File: config.mk
export PLATFORM = sky130hd
export DESIGN_NAME = hazard_stall_unit
export DESIGN_NICKNAME = d
export VERILOG_FILES = /design/src/rtl/hazard_stall_unit_pkg.sv /design/src/rtl/sat_counter.sv /design/src/rtl/hazard_stall_unit.sv
export SDC_FILE = /design/constraint.sdc
export NUM_CORES = 1
export LEC_CHECK = 0
export BUFFER_PORTS_ARGS = -buffer_cell sky130_fd_sc_hd__buf_2
export CORE_MARGIN = 5
export CORE_UTILIZATION = 40
export CTS_BUF_LIST = sky130_fd_sc_hd__clkbuf_8
export CTS_CLUSTER_DIAMETER = 200
export CTS_CLUSTER_SIZE = 10
export DETAILED_ROUTE_END_ITERATION = 8
export PLACE_DENSITY = 0.66
export RECOVER_POWER = 25
export SLEW_MARGIN = 40
export SYNTH_ARGS = -nofsm -noshare
export SYNTH_HDL_FRONTEND = slang
export SYNTH_SLANG_ARGS = --single-unit
File: constraint.sdc
create_clock -name clk -period 4.09 [get_ports clk]
set_clock_uncertainty 0.1 [all_clocks]
set_input_delay 0 -clock clk [delete_from_list [all_inputs] [get_ports clk]]
set_output_delay 0 -clock clk [all_outputs]
set_load 0.02 [all_outputs]
File: src/rtl/hazard_stall_unit_pkg.sv
// Shared definitions for the stall/flush controller and the forwarding unit.
package hazard_stall_unit_pkg;

   typedef enum logic {
      RUN  = 1'b0,
      HOLD = 1'b1
   } hsu_state_t;

   // Register index that never carries a dependence.
   localparam int unsigned ZERO_ADDRESS = 0;

endpackage

File: src/rtl/sat_counter.sv
// Event counter that sticks at all-ones instead of wrapping.
module sat_counter #(
   parameter int unsigned Width = 16
) (
   input  logic             clk,
   input  logic             arst,
   input  logic             inc,
   output logic [Width-1:0] count
);

   logic [Width-1:0] count_q;
   logic [Width-1:0] count_d;

   always_comb begin
      count_d = count_q;
      if (inc && (count_q != '1)) begin
         count_d = count_q + Width'(1);
      end
   end

   always_ff @(posedge clk or posedge arst) begin
      if (arst) begin
         count_q <= '0;
      end else begin
         count_q <= count_d;
      end
   end

   assign count = count_q;

endmodule

File: src/rtl/hazard_stall_unit.sv
// Stall/flush controller beside ID: freezes PC and IF/ID on hazards forwarding cannot cover,
// bubbles ID/EX, flushes IF/ID on taken branches, and counts both events.
module hazard_stall_unit
   import hazard_stall_unit_pkg::*;
#(
   parameter int unsigned AddressSize = 5,
   parameter int unsigned CntWidth    = 16
) (
   input  logic                   clk,
   input  logic                   arst,
   input  logic [AddressSize-1:0] IDRs1,
   input  logic [AddressSize-1:0] IDRs2,
   input  logic                   IDUsesRs1,
   input  logic                   IDUsesRs2,
   input  logic                   IDIsBranch,
   input  logic [AddressSize-1:0] EXRegisterRd,
   input  logic                   EXMemRead,
   input  logic                   EXRegWrite,
   input  logic [AddressSize-1:0] MemRegisterRd,
   input  logic                   MemMemRead,
   input  logic                   branchTaken,
   output logic                   PCWrite,
   output logic                   IFIDWrite,
   output logic                   IDEXBubble,
   output logic                   IFIDFlush,
   output logic [CntWidth-1:0]    stallCount,
   output logic [CntWidth-1:0]    flushCount
);

   localparam logic [AddressSize-1:0] ZeroAddr = AddressSize'(ZERO_ADDRESS);

   hsu_state_t state_q;
   hsu_state_t state_d;

   logic ex_match;
   logic mem_match;
   logic h1;
   logic h2;
   logic stall;
   logic flush;

   // Dependence on an older producer; x0 is hard-wired and never matches.
   always_comb begin
      ex_match  = (EXRegisterRd != ZeroAddr) &&
                  ((IDUsesRs1 && (IDRs1 == EXRegisterRd)) ||
                   (IDUsesRs2 && (IDRs2 == EXRegisterRd)));
      mem_match = (MemRegisterRd != ZeroAddr) &&
                  ((IDUsesRs1 && (IDRs1 == MemRegisterRd)) ||
                   (IDUsesRs2 && (IDRs2 == MemRegisterRd)));
   end

   always_comb begin
      h2 = IDIsBranch && EXMemRead && ex_match;
      h1 = (!IDIsBranch && EXMemRead && ex_match) ||
           (IDIsBranch && EXRegWrite && !EXMemRead && ex_match) ||
           (IDIsBranch && MemMemRead && mem_match);
   end

   always_ff @(posedge clk or posedge arst) begin
      if (arst) begin
         state_q <= RUN;
      end else begin
         state_q <= state_d;
      end
   end

   always_comb begin
      state_d = state_q;
      unique case (state_q)
         RUN:  state_d = h2 ? HOLD : RUN;
         HOLD: state_d = RUN;
      endcase
   end

   // HOLD is the registered second cycle of a load-feeding-branch stall.
   always_comb begin
      stall = 1'b0;
      unique case (state_q)
         RUN:  stall = h1 || h2;
         HOLD: stall = 1'b1;
      endcase
      if (arst) begin
         stall = 1'b0;
      end
   end

   // A taken branch seen during a stall is re-presented once the stall clears.
   assign flush      = !arst && branchTaken && !stall;
   assign PCWrite    = !stall;
   assign IFIDWrite  = !stall;
   assign IDEXBubble = stall;
   assign IFIDFlush  = flush;

   sat_counter #(
      .Width (CntWidth)
   ) u_stall_cnt (
      .clk   (clk),
      .arst  (arst),
      .inc   (stall),
      .count (stallCount)
   );

   sat_counter #(
      .Width (CntWidth)
   ) u_flush_cnt (
      .clk   (clk),
      .arst  (arst),
      .inc   (flush),
      .count (flushCount)
   );

endmodule

[Word-level counts from Yosys, hierarchy flattened]
Index checks and enable logic that the tools add are counted.
Cells by class
  multiplexer cells: 4
  bitwise operators: 1
  reduce and logical (&&, ||, !) cells: 30
  add/sub/neg operators: 2
  equality and inequality tests: 6
Operators with widths (number)
  16-bit by 1-bit adder with 16-bit output, second input constant: 2
  16-bit inequality test, second input constant: 2
  5-bit == test: 4
  1-bit logical AND: 19
  5-bit nonzero test: 2
  1-bit logical OR: 5
  1-bit logical NOT: 4
  1-bit one-hot mux with 2 select lines: 2
  1-bit two-way mux: 2
  1-bit inverter: 1
Word-level totals
  flip-flop bits (word level): 33
  logic and storage cells: 46
  output and inout bits: 36
  input port bits: 29

[Longest topological paths before layout]
  depth in word-level cells: 13
  mapped depth: 8
  gate-level depth less buffers: 6

[Cells and area by module]
Synthesis repeated with hierarchy kept, for this count alone.
Unflattened totals
  cells, all modules: 186
  area, all modules: 1979.4 µm²
By module, submodules not included
  sat_counter: cells each 71, seq. area each 400.4 µm², instances 2, area an instance 805.8 µm²
  hazard_stall_unit: cells each 44, seq. area each 25.0 µm², instances 1, area an instance 367.9 µm²

[Worst setup path after synthesis]
OpenSTA, ideal clock, no wires.
  path type: register to register
  start point: reg u_flush_cnt.count_q[2] (netlist: u_flush_cnt.count[2])
  end point: reg u_flush_cnt.count_q[5] (netlist: u_flush_cnt.count[5])
  arrival time: 1824 ps
  clock period less this slack: 2059 ps
  path buffers: 2
  path slack: 2031 ps
  library setup time: 135 ps
  required time: 3855 ps
  stages on the path, launching flop included: 8
  cell sequence: dfrtp_1 > and3_1 > clkbuf_1 > nand4_1 > o21ai_1 > buf_2 > nor3_1 > xor2_1
Between the ends
  longest elaborated chain between the ends: 2
  elaborated cells on any way between the ends: 3
  those cells by class: add/sub (1); eq/ne (1); reduce/logical (1)
RTL lines
  start, declared: RTL line sat_counter.sv:11  | logic [Width-1:0] count_q;
  start signal, assigned: RTL line sat_counter.sv:25  | count_q <= count_d;
  parallel branches: the longest is 2 deep, another holds 16-bit by 1-bit adder with 16-bit output
Several ways; the timed one is not identified.
A chain may end at the register's enable or synchronous reset.

[Worst setup path in the final report]
  start point: reg u_flush_cnt.count_q[6] (netlist: u_flush_cnt.count[6])
  end point: reg u_flush_cnt.count_q[1] (netlist: u_flush_cnt.count[1])
Between the ends
  longest elaborated chain between the ends: 2
RTL lines
  16-bit inequality test: RTL line sat_counter.sv:16  | if (inc && (count_q != '1)) begin
  1-bit logical AND: RTL line sat_counter.sv:16
No other way between the ends.

==> flow_summary.yaml <==
drt:
  routedWlPerCell_um: 13.8
  drt_iter0_drc: 56
  vias_per_cell: 5.18
  dr.pass1.iters: 4
  drc: 0
  via_count: 1625
  ant_nets: 0
  wl_um: 4330
power_and_ir_drop:
  peakVddDrop_v: 0.000132
  cellPowerDensity_nw_per_um2: 361
  power.leakage_nw: 1.33
critical_path:
  slowest_stage: "o21ai_2"
  cp_max_fo: 15
  r2r_start: "u_flush_cnt.count[6]"
  r2r-end: "u_flush_cnt.count[1]"
  path_cells: "and3_1 -> and2_1 -> nand4_1 -> o21ai_2 -> nor2_1 -> mux2_2"
  crit_path_start_kind: "register"
  r2r.worst_path.cells: 6
  cp-end-kind: "register"
  path_depth: 6
  required_ps: 4150
  path_buf_inv: 0
  path_delay_family: "simple AND/OR/NAND/NOR gates"
  worstSetupEndpoint: "u_flush_cnt.count[1]"
  crit_start: "u_flush_cnt.count[6]"
  worstPathArrival_ps: 2270
  reg2reg_slack_ps: 1880
  critPathKind: "register to register"
  cpPeakStageDelay_ps: 540
sta:
  hold_violations: 0
  setup-tns-final_ps: 0
  max_clock_freq_ghz: 0.453
  slew_violations: 0
  rsz0062_at_grt: "false"
  fin_crit_sh_pct: 54.0
  post-route-min-period_ps: 2210
  relSlewSlack_pct: 61.4
  worst_slew_pin_slew_ps: 572
  finalSetupViolations: 0
synthesis:
  ys_seq_elements: 33
  syn_area_um2: 1910
  ys_seq_area_share_pct: 43.1
  yosysWarnings: 0
  syn_avg_cell_area_um2: 9.97
  ys.flop_type: "dfrtp_1"
  synth_edf_count: 0
  yosysUniqueCellTypes: 31
  synthCells: 192
  syn_nets: 223
  async_reset_ff_share_pct: 100
cts:
  htree_levels: 2
  cts_sinks: 33
  cts_resized: 0
  clock_path_buffers: 2
  cts_tree: "done"
  clock_latency_ps: 280
  cts_buffers: 5
  clkTransAtPathRegs_ps: 70
  cts-root-buf: "clkbuf_8"
cells_and_area:
  final_area_um2: 2410
  area_growth_pct: 25.9
  final_cell_mix: "buf_2, xor2_1, dfrtp_1"
  final_layout_size_suffix_gt1_share_pct: 30.0
  nNetsFinal: 291
  antennaDiodeCount: 0
  final_common_cell: "buf_2"
placement:
  io_buffers: 64
  gp_congestion: 0.822
  dpl.hpwl_um: 3280
  placed_cell_area_um2: 2280
die:
  fp.dieH_um: 79.2
  start_util_pct: 40.8
  io_pins: 65
  core_area_um2: 4690
  dieArea_um2: 6270
  die-width_um: 79.2
  num_rows: 25
status:
  status: "finished clean"
worst_hold_path:
  hp-class: "input pin to register"
global_routing:
  grt.overflow.total: 0
  antenna_found_initial: 0
  grtUsageTotal_pct: 14.6
  grt_pass1_vias: 1590
  grt_max_degree: 35
  grt_pass1_wl_um: 7370
flow_run:
  maxCapViolations: 0
## how the worst min path moves through the flow
stage | from | depth (start not counted) | endpoint
after CTS | EXRegisterRd[4] | 4 | state_q
after global routing | EXRegisterRd[4] | 4 | state_q
after global placement | arst | 3 | u_stall_cnt.count[10]
after detailed placement | arst | 3 | u_stall_cnt.count[8]
after floorplan | arst | 1 | IDEXBubble
final | EXRegisterRd[4] | 4 | state_q
## report_power, final
group | leakage, nW | total (mW) | switching (mW) | internal [mW]
Clock | 0.0485 | 0.241 | 0.110 | 0.131
Sequential | 0.449 | 0.405 | 0.0416 | 0.364
Combinational | 0.830 | 0.224 | 0.135 | 0.0884
Total | 1.33 | 0.870 | 0.287 | 0.583
## routing by layer
layer	share of wire [%]	GRT usage (%)	routed length (um)	vias up
met3	4.8	3.51	208	8
met5	0	0	0	-
li1	-	-	-	808
met2	48	23.7	2060	43
met4	1.6	4.81	70	0
met1	46	19.2	1990	766
## metrics by stage
stage	power, mW	std cells	setup slack, ps	utilization (%)	hold WS, ps
finish	0.870	314	1880	51.4	89.5
global route	0.928	314	1730	51.4	96.9
CTS	0.885	314	1610	51.0	87.6
detailed placement	0.636	304	1650	48.5	44.4
global placement	0.630	304	1670	48.4	39.8
floorplan	0.548	192	2030	-	-13.1
## flip-flops by register name, summed over array words and instances (netlist names)
name / count
u_stall_cnt.count: 16
state_q: 1
u_flush_cnt.count: 16
## area by class of cell
cell class | count | area [um2]
fillers | 452 | 2280
multi-input cells | 147 | 1050
flip-flops and latches | 33 | 826
repair buffers | 69 | 364
clock buffers | 6 | 82.6
well taps | 54 | 67.6
inverters | 4 | 15.0
clock inverters | 1 | 3.75
## worst register-to-register path, cell delays in order, from the launching register on
cell	delay, ps
dfrtp_1	420
and3_1	190
and2_1	180
nand4_1	220
o21ai_2	540
nor2_1	140
mux2_2	300
## logic make-up (layout without fill, tap and decap cells)
logic type,count (synthesis),in the layout,share of synthesized area [%]
compound gates,8,8,4.05
xor+xnor,50,50,22.9
fa+ha+maj,2,2,1.31
buf+inv,12,80,3.14
flops,33,33,43.1
mux,2,2,1.18
simple gates,85,85,24.3
## cell usage after synthesis, types with 2 or more instances
master    count  area [um2]
mux2_2        2        22.5
and2_1        6        37.5
nor3b_1       2        15.0
dfrtp_1      33         826
xnor2_1       6        52.6
nor4_1        7        43.8
a32oi_1       2        17.5
nor3_1       19        95.1
inv_1         4        15.0
nor2_1        6        22.5
nand2_1      10        37.5
and3_1       11        68.8
clkbuf_1      2        7.51
nand3_1      11        55.1
xor2_1       44         385
nand4_1       8        50.1
ha_1          2        25.0
buf_2         3        15.0
and4_1        2        17.5
## what timing repair did
action | CTS | global route
buffers inserted | 0 | 0
hold buffers | 3 | 0
endpoints found under the hold margin | 34 | 0
Note: power is estimated with default switching activity, not from simulation.
